### config.mk
export PLATFORM = sky130hd
export DESIGN_NAME = noc_output_port
export DESIGN_NICKNAME = d
export VERILOG_FILES = /design/src/rtl/noc_pkg.sv /design/src/rtl/noc_rr_arbiter.sv /design/src/rtl/noc_output_port.sv
export SDC_FILE = /design/constraint.sdc
export NUM_CORES = 1
export LEC_CHECK = 0
export CAP_MARGIN = 5
export CORE_MARGIN = 1
export CORE_UTILIZATION = 47
export CTS_BUF_LIST = sky130_fd_sc_hd__clkbuf_4 sky130_fd_sc_hd__clkbuf_8 sky130_fd_sc_hd__clkbuf_16
export CTS_CLUSTER_DIAMETER = 30
export DETAILED_ROUTE_END_ITERATION = 8
export MAX_ROUTING_LAYER = met4
export PLACE_DENSITY = 0.82
export SYNTH_ARGS = -nofsm -noshare
export SYNTH_HDL_FRONTEND = slang
export SYNTH_SLANG_ARGS = --single-unit
### constraint.sdc
create_clock -name clk -period 5.26 [get_ports clk]
set_input_delay 0.789 -clock clk [delete_from_list [all_inputs] [get_ports clk]]
set_output_delay 0.789 -clock clk [all_outputs]
set_load 0.005 [all_outputs]
### src/rtl/noc_pkg.sv
// Shared NoC definitions: flit width, flit-type encoding and default link credit depth.
package noc_pkg;

  localparam int FLIT_W          = 16;
  localparam int DEFAULT_CREDITS = 5;

  typedef enum logic [1:0] {
    BODY   = 2'b00,
    HEAD   = 2'b01,
    TAIL   = 2'b10,
    SINGLE = 2'b11
  } flit_type_e;

  // The type field occupies the two most significant bits of every flit.
  function automatic flit_type_e flit_type(input logic [FLIT_W-1:0] flit);
    return flit_type_e'(flit[FLIT_W-1 -: 2]);
  endfunction

endpackage

### src/rtl/noc_rr_arbiter.sv
// Combinational round-robin arbiter: grants the first requester at or after ptr, wrapping.
module noc_rr_arbiter #(
  parameter int N     = 5,
  parameter int PTR_W = (N > 1) ? $clog2(N) : 1
) (
  input  logic [N-1:0]     req,
  input  logic [PTR_W-1:0] ptr,
  output logic [N-1:0]     gnt
);

  logic [PTR_W:0]   sum;
  logic [PTR_W-1:0] idx;

  // Scan from the farthest offset down so the closest requester to ptr is the last writer.
  always_comb begin
    gnt = '0;
    sum = '0;
    idx = '0;
    for (int k = N - 1; k >= 0; k--) begin
      sum = {1'b0, ptr} + (PTR_W + 1)'(k);
      if (sum >= (PTR_W + 1)'(N)) begin
        sum = sum - (PTR_W + 1)'(N);
      end
      idx = sum[PTR_W-1:0];
      if (req[idx]) begin
        gnt      = '0;
        gnt[idx] = 1'b1;
      end
    end
  end

endmodule

### src/rtl/noc_output_port.sv
// Router output port: round-robin packet arbitration with wormhole lock, credit flow control
// and a registered link interface towards the neighbouring router's input buffer.
module noc_output_port #(
  parameter int NUM_IN  = 5,
  parameter int FLIT_W  = noc_pkg::FLIT_W,
  parameter int CREDITS = noc_pkg::DEFAULT_CREDITS
) (
  input  logic                           clk,
  input  logic                           rst_n,
  input  logic [NUM_IN-1:0]              req_i,
  input  logic [NUM_IN-1:0][FLIT_W-1:0]  data_i,
  output logic [NUM_IN-1:0]              shift_o,
  output logic [FLIT_W-1:0]              data_o,
  output logic                           write_en_o,
  input  logic                           credit_i,
  output logic [NUM_IN-1:0]              grant_o,
  output logic                           busy_o,
  output logic                           err_o
);

  import noc_pkg::*;

  localparam int PTR_W  = (NUM_IN > 1) ? $clog2(NUM_IN) : 1;
  localparam int CRED_W = $clog2(CREDITS + 1);
  localparam logic [CRED_W-1:0] CRED_MAX = CRED_W'(CREDITS);

  localparam logic [0:0] ST_IDLE   = 1'b0;
  localparam logic [0:0] ST_LOCKED = 1'b1;

  logic [0:0]        state_q, state_d;
  logic [PTR_W-1:0]  owner_q, owner_d;
  logic [PTR_W-1:0]  ptr_q, ptr_d;
  logic [CRED_W-1:0] cred_q, cred_d;
  logic              err_q, err_d;
  logic              wen_q, wen_d;
  logic [FLIT_W-1:0] data_q, data_d;

  logic [NUM_IN-1:0] arb_gnt;
  logic [NUM_IN-1:0] sel;
  logic [NUM_IN-1:0] owner_oh;
  logic [PTR_W-1:0]  sel_idx;
  logic [FLIT_W-1:0] sel_flit;
  logic              send;
  flit_type_e        sel_type;

  noc_rr_arbiter #(
    .N     (NUM_IN),
    .PTR_W (PTR_W)
  ) u_arb (
    .req (req_i),
    .ptr (ptr_q),
    .gnt (arb_gnt)
  );

  // Pop is suppressed while reset is asserted so no input buffer drains during reset.
  always_comb begin
    owner_oh          = '0;
    owner_oh[owner_q] = 1'b1;
    sel               = '0;
    if (rst_n && (cred_q != '0)) begin
      if (state_q == ST_IDLE) begin
        sel = arb_gnt;
      end else if (req_i[owner_q]) begin
        sel = owner_oh;
      end
    end
    send    = |sel;
    sel_idx = '0;
    for (int i = 0; i < NUM_IN; i++) begin
      if (sel[i]) begin
        sel_idx = PTR_W'(i);
      end
    end
    sel_flit = data_i[sel_idx];
    sel_type = flit_type(sel_flit);
  end

  always_comb begin
    state_d = state_q;
    owner_d = owner_q;
    ptr_d   = ptr_q;
    if (send) begin
      if (state_q == ST_IDLE) begin
        ptr_d = (sel_idx == PTR_W'(NUM_IN - 1)) ? '0 : sel_idx + PTR_W'(1);
        if (sel_type == HEAD) begin
          state_d = ST_LOCKED;
          owner_d = sel_idx;
        end
      end else if ((sel_type == TAIL) || (sel_type == SINGLE)) begin
        state_d = ST_IDLE;
      end
    end
  end

  // A credit with nothing in flight downstream means the neighbour popped an empty buffer.
  always_comb begin
    cred_d = cred_q;
    err_d  = err_q;
    if (send && !credit_i) begin
      cred_d = cred_q - CRED_W'(1);
    end else if (!send && credit_i) begin
      if (cred_q == CRED_MAX) begin
        err_d = 1'b1;
      end else begin
        cred_d = cred_q + CRED_W'(1);
      end
    end
    wen_d  = send;
    data_d = send ? sel_flit : data_q;
  end

  always_ff @(posedge clk or negedge rst_n) begin
    if (!rst_n) begin
      state_q <= ST_IDLE;
      owner_q <= '0;
      ptr_q   <= '0;
      cred_q  <= CRED_MAX;
      err_q   <= 1'b0;
      wen_q   <= 1'b0;
      data_q  <= '0;
    end else begin
      state_q <= state_d;
      owner_q <= owner_d;
      ptr_q   <= ptr_d;
      cred_q  <= cred_d;
      err_q   <= err_d;
      wen_q   <= wen_d;
      data_q  <= data_d;
    end
  end

  assign shift_o    = sel;
  assign data_o     = data_q;
  assign write_en_o = wen_q;
  assign grant_o    = (state_q == ST_LOCKED) ? owner_oh : '0;
  assign busy_o     = (state_q == ST_LOCKED);
  assign err_o      = err_q;

endmodule
### Word-level counts from Yosys, hierarchy flattened

Cells that the tools add are included.
Widths: inputs -> output; s select.

| operators by class | value |
|---|---|
| add/subtract/negate cells | 12 |
| multiply operators | 0 |
| divide/modulo/power cells | 0 |
| magnitude comparators | 18 |
| equality and inequality tests | 6 |
| shift operators | 0 |
| muxes and demuxes | 51 |
| bitwise gates (word level) | 2 |
| reduce and logical (&&, ||, !) cells | 19 |

Operators with widths:

| cell | number |
|---|---|
| $bmux 16 s3 | 1 |
| $mux 5 | 9 |
| $mux 3 | 12 |
| $lt 3x4->1 const B | 7 |
| $bmux 1 s3 | 6 |
| $demux 1 s3 | 6 |
| $ge 3x1->1 const B | 6 |
| $ge 4x3->1 const B | 4 |
| $mux 1 | 16 |
| $mux 16 | 1 |
| $sub 3x3->3 const B | 5 |
| $logic_and 1x1->1 | 9 |
| $add 3x2->4 const B | 2 |
| $add 3x1->3 const B | 2 |
| $eq 3x3->1 const B | 2 |
| $reduce_and 3->1 | 2 |
| $reduce_or 5->1 | 1 |
| $add 3x1->4 const B | 1 |
| $add 3x3->4 const B | 1 |
| $eq 2x2->1 const B | 2 |
| $reduce_and 2->1 | 2 |
| $ge 3x3->1 const B | 1 |
| $reduce_bool 3->1 | 1 |
| $sub 3x1->3 const B | 1 |
| other kinds (6) | 8 |

| storage, ports and cells | value |
|---|---|
| flip-flop bits (word level) | 28 |
| bits in latches | 0 |
| RAM bits | 0 |
| ROM bits | 0 |
| input port bits | 88 |
| output and inout port bits | 29 |
| word-level logic and storage cells | 115 |
| memories | 0 |

### Longest topological paths before layout

| depth | value |
|---|---|
| word-level depth | 24 |
| gate-level depth with buffers | 22 |

### By module

Synthesis repeated with hierarchy kept, for this count alone.

| unflattened totals | value |
|---|---|
| cells, all modules | 419 |
| area total of the unflattened synthesis | 3403.3 um2 |

By module, submodules not included:

| module | times used | cells an instance | area each (um2) | seq. area each (um2) |
|---|---|---|---|---|
| noc_output_port | 1 | 240 | 2123.3 | 703.2 |
| noc_rr_arbiter | 1 | 179 | 1280.0 | 0.0 |

### Worst setup path after synthesis

OpenSTA, ideal clock, no wires.

| timing | value |
|---|---|
| path kind | reg2reg |
| from | reg ptr_q[1] |
| to | reg cred_q[2] |
| setup time | 0.089 ns |
| data arrival time | 4.577 ns |
| required time | 5.171 ns |
| setup slack | 0.594 ns |
| cell stages (with the launch flop) | 21 |
| clock period less this slack | 4.666 ns |
| cell sequence | dfrtp_1 > inv_1 > ha_1 > buf_2 > a21boi_1 > mux2_2 > o211a_1 > nor2_1 > a211oi_1 > o311ai_4 > and3_1 > nand4b_1 > clkbuf_1 > clkbuf_1 > ha_1 > inv_1 > fa_1 > a2111oi_0 > a21oi_1 > nor2_1 > a221oi_1 |

| between the ends | value |
|---|---|
| cells in the longest elaborated chain, start to end | 19 |
| elaborated cells on any way between the ends | 69 |
| classes of those cells | add/sub: 9; order compare: 15; eq/ne: 1; mux: 33; reduce/logical: 11 |

RTL lines:

| what | line | RTL |
|---|---|---|
| start: declaration | noc_output_port.sv:32 | `logic [PTR_W-1:0] ptr_q, ptr_d;` |
| start signal: assignment | noc_output_port.sv:124 | `ptr_q <= ptr_d;` |
| $add 3x3->4 | noc_rr_arbiter.sv:20 | `sum = {1'b0, ptr} + (PTR_W + 1)'(k);` |
| $ge 4x3->1 or $sub 3x3->3 (tied branches) | noc_rr_arbiter.sv:21, noc_rr_arbiter.sv:22 |  |
| $mux 3 | noc_rr_arbiter.sv:21 | `if (sum >= (PTR_W + 1)'(N)) begin` |
| $lt 3x4->1 (not written as such) or $ge 3x1->1 (tied branches) | noc_rr_arbiter.sv:27 | `gnt[idx] = 1'b1;` |
| $logic_and 1x1->1 (not written as such) | noc_rr_arbiter.sv:27 |  |
| $mux 1 (not written as such) | noc_rr_arbiter.sv:27 |  |
| $demux 1 s3 | -- |  |
| $mux 5 (4 in series) | noc_rr_arbiter.sv:25 | `if (req[idx]) begin` |
| [... 2 more ...] | -- |  |
| $mux 5 * | noc_output_port.sv:60 | `if (rst_n && (cred_q != '0)) begin` |
| named net shift_o[1] | noc_output_port.sv:12 | `output logic [NUM_IN-1:0] shift_o,` |
| $reduce_or 5->1 * | noc_output_port.sv:67 | `send = \|sel;` |
| named net send | noc_output_port.sv:43 | `logic send;` |
| $logic_not 1->1 | noc_output_port.sv:101 | `end else if (!send && credit_i) begin` |
| $logic_and 1x1->1 | noc_output_port.sv:101 |  |
| $reduce_bool 2->1 (no source line) | -- |  |
| $reduce_and 2->1 (no source line) | -- |  |
| end signal: assignment | noc_output_port.sv:125 | `cred_q <= cred_d;` |
| end: declaration | noc_output_port.sv:33 | `logic [CRED_W-1:0] cred_q, cred_d;` |

Mark *: on every way through the listed nets, which the timed path passes. The rest lies on a longest branch. The select of a mux whose other input is x is not followed.
A chain may end at the register's enable or synchronous reset.

### Worst setup path after layout

| timing | value |
|---|---|
| from | reg ptr_q[1] |
| to | out shift_o[4] |

| between the ends | value |
|---|---|
| cells in the longest elaborated chain, start to end | 14 |
| elaborated cells on any way between the ends | 61 |
| classes of those cells | add/sub: 9; order compare: 15; mux: 32; reduce/logical: 5 |

RTL lines:

| what | line | RTL |
|---|---|---|
| $add 3x3->4 | noc_rr_arbiter.sv:20 |  |
| $ge 4x3->1 or $sub 3x3->3 (tied branches) | noc_rr_arbiter.sv:21, noc_rr_arbiter.sv:22 |  |
| $mux 3 | noc_rr_arbiter.sv:21 |  |
| $lt 3x4->1 (not written as such) or $ge 3x1->1 (tied branches) | noc_rr_arbiter.sv:27 |  |
| $logic_and 1x1->1 (not written as such) | noc_rr_arbiter.sv:27 |  |
| $mux 1 (not written as such) | noc_rr_arbiter.sv:27 |  |
| $demux 1 s3 | -- |  |
| $mux 5 (4 in series) | noc_rr_arbiter.sv:25 |  |
| $mux 5 * | noc_rr_arbiter.sv:25 |  |
| $mux 5 * | noc_output_port.sv:61 | `if (state_q == ST_IDLE) begin` |
| $mux 5 * | noc_output_port.sv:60 |  |
| end: declaration | noc_output_port.sv:12 |  |

Every way passes the cells marked *; elsewhere a longest branch is shown, timed or not. The select of a mux whose other input is x is not followed.

==> key figures <==
Power and ir drop
  – Logic gate share of total power: 0.837
  – Clock power frac: 0.038
  – Total power: 3.61 mW
  – P_int: 1.81 mW
  – NetSw: 1.79 mW
  – VDD IR max: 335 uV
  – Switching Share: 0.497
  – Cell Pwr Density: 762 nW/um^2
  – Leak Pwr: 1.97 nW
  – Register share of total power: 0.125

Die
  – FP Rows: 30
  – Die area: 7720 sq um
  – Initial Utilization: 0.499
  – Die W: 87.9 um
  – I/O pin count: 117
  – Core area: 6940 sq um
  – Die height: 87.9 um

Critical path
  – CP Capture Type: primary output
  – Setup CP Type: flip-flop to primary output
  – CP max stage cell: dfrtp_2
  – Family with the most delay on the worst path: compound AO/OA/AOI/OAI gates
  – Critical Path Max Stage Delay: 0.51 ns
  – Arrival time at the worst endpoint: 4.10 ns
  – CP Launch Type: flip-flop
  – Buffers and inverters on the worst path: 3
  – Critical-path maximum fanout: 17
  – Data required, critical path: 4.47 ns
  – Crit path cell chain: inv_1, ha_1, a21boi_1, mux2_2, o211a_1, a2111oi_0, o21bai_1, a41oi_1, inv_2, clkdlybuf4s50_1

Hold path
  – Hold Crit Class: flip-flop to flip-flop

Synthesis
  – Synthesized area: 3460 sq um
  – Yosys top cell area share: 0.188
  – Largest cells by area after synthesis: dfrtp_1 19%, mux4_2 5.2%, mux4_1 4.6%
  – Yosys reg bits: 28
  – Syn_nets: 482
  – Synth Instances: 380
  – Synth warn: 0
  – Sequential cell area fraction in the yosys report: 0.203
  – Leading area contributor after synthesis: dfrtp_1
  – Async set or reset register ratio after synthesis: 1.00
  – Distinct cells, synth: 89
  – Synth Flop Type: dfrtp_1
  – Syn_area_per_cell: 9.12 sq um
  – EDFF count, synth: 0

Clocking
  – H-tree depth: 1
  – Total CTS buffers: 3
  – Post-CTS setup buffers: 0
  – Hold_buf cts: 0
  – CTS tree: yes
  – Clk sinks: 28
  – Clock slew at reported path FFs: 0.10 ns
  – Clk_lat worst skew: 0.28 ns
  – CTS max path bufs: 2
  – Root Buffer: clkbuf_8
  – CTS resizes: 0

Outcome
  – Run status: complete, no violations

STA
  – Period minus WS final: 4.89 ns
  – Slew margin rel.: 0.551
  – Setup TNS: 0 ns
  – Final setup viols: 0
  – Slew Viols, Final: 0
  – Fmax achieved: 204 MHz
  – RSZ-0062 raised after global routing: false
  – Final WS setup: 0.369 ns
  – Final hold violations: 0
  – Worst Clk Skew: 0.00374 ns
  – Worst Tran Pin Value: 0.668 ns
  – Period Utilization, post-route: 0.930

Placement
  – Detailed placer's ending HPWL: 9070 um
  – Pre-CTS setup slack: 0.386 ns
  – Placed cell area: 4670 sq um
  – I/O Buffers: 116
  – Routability cong.: 0.922

Global route
  – Vias in the first global route: 3588
  – Total gr overflow: 0
  – Global-route wire length before repair: 17700 um
  – Pin count of the biggest net entering global routing: 36
  – Total track usage: 0.307
  – Initial antenna violation count: 0

Job
  – Max_cap viols: 0

Final layout
  – Layout Area Growth over Synthesis: 36.6%
  – Design area: 4730 sq um
  – Nets@finish: 588
  – Antenna Diode Count: 0
  – Ratio of cells with drive above 1 in the final layout: 0.138

Detailed routing
  – Vias/cell: 6.31
  – Detailed-route DRC error count: 0
  – Pre-antenna DRT Iters: 5
  – WL/cell: 19.6 um
  – WL final: 11400 um
  – DR vias: 3669
  – Antenna-violating nets left: 0
  – Initial DRC Count: 270
synth_stat cells, types with 9 or more instances:
cell type	number
inv_1	17
dfrtp_1	26
nor3_1	9
nand3_1	10
and3_1	16
clkbuf_1	12
a21oi_1	15
ha_1	12
mux2i_1	9
nor2_1	21
a221o_1	15
nand2_1	26
o21ai_0	13
sequential cells by signal (all words and copies together) (netlist names):
name,cells
write_en_o,1
data_o,16
ptr_q,3
cred_q,3
busy_o,1
err_o,1
owner_q,3
cells by family (layout without fill, tap and decap cells):
logic type | count (synthesis) | count (layout) | synth area share
flops | 28 | 28 | 0.203
xor+xnor | 5 | 5 | 0.0126
buf+inv | 49 | 154 | 0.0726
simple gates | 128 | 128 | 0.205
mux | 29 | 29 | 0.143
fa+ha+maj | 14 | 14 | 0.0549
compound gates | 127 | 127 | 0.309
power by group through the flow:
stage	logic, mW	clock network, mW	registers, mW
3_5_place_dp	2.98	0	0.447
2_1_floorplan	2.22	0	0.431
4_1_cts	2.98	0.138	0.448
5_1_grt	3.29	0.146	0.466
6_report	3.02	0.136	0.451
3_3_place_gp	2.91	0	0.446
worst reg2reg max path: cells and delay by family (launching register included):
kind / cells / cell delay, ns
flip-flops: 1 / 0.51
multiplexers: 1 / 0.41
adder cells (fa/ha/maj): 3 / 0.92
buffers and inverters: 3 / 0.67
AND/OR/NAND/NOR: 2 / 0.20
AO/OA/AOI/OAI: 9 / 2.05
layout by cell type, fill, tap and decap left out, types with 5 or more instances in the layout:
cell / count
a21oi_1: 15
a221o_1: 15
a31oi_1: 5
and3_1: 16
buf_4: 12
clkdlybuf4s50_1: 116
dfrtp_1: 25
ha_1: 12
inv_1: 17
mux2_2: 5
mux2i_1: 9
mux4_1: 6
mux4_2: 8
nand2_1: 26
nand2b_1: 7
nand3_1: 10
nor2_1: 21
nor2b_1: 7
nor3_1: 9
nor3b_1: 5
o211ai_1: 5
o21ai_0: 13
o31ai_1: 5
path summary, 6_finish.rpt:
path | startpoint | to | slack [ns] | cells after the start
worst max-delay path | ptr_q[1] | shift_o[4] | 0.37 | 10
worst min register to register | data_o[15] | data_o[15] | 0.49 | 2
min in group asynchronous | rst_n | err_o | 0.94 | 2
worst min-delay path | data_o[15] | data_o[15] | 0.49 | 2
worst max register to register | ptr_q[1] | cred_q[2] | 0.41 | 18
max in group asynchronous | rst_n | cred_q[2] | 4.02 | 2
layout make-up:
| cell class | count | area (sq um) |
|---|---|---|
| clock buffer | 4 | 55.1 |
| tap | 96 | 120 |
| timing repair buffer | 128 | 1250 |
| sequential | 28 | 704 |
| fill | 541 | 2210 |
| multi-input combinational | 303 | 2520 |
| inverter | 22 | 85.1 |
layer usage:
metal | GRT usage | share of wire | vias to the layer above
met2 | 0.509 | 0.49 | 190
met5 | - | 0 | -
met3 | 0.0311 | 0.069 | 26
li1 | - | - | 1694
met4 | 0.0641 | 0.019 | 0
met1 | 0.405 | 0.42 | 1759
through the flow:
step / cells / utilization / hold WS, ns
detailed placement: 577 / 0.672 / 0.464
finish: 581 / 0.682 / 0.492
global placement: 577 / 0.672 / 0.456
floorplan: 380 / - / 0.460
global route: 581 / 0.682 / 0.519
CTS: 581 / 0.680 / 0.495
No activity file was read; power rests on OpenSTA's default activity.
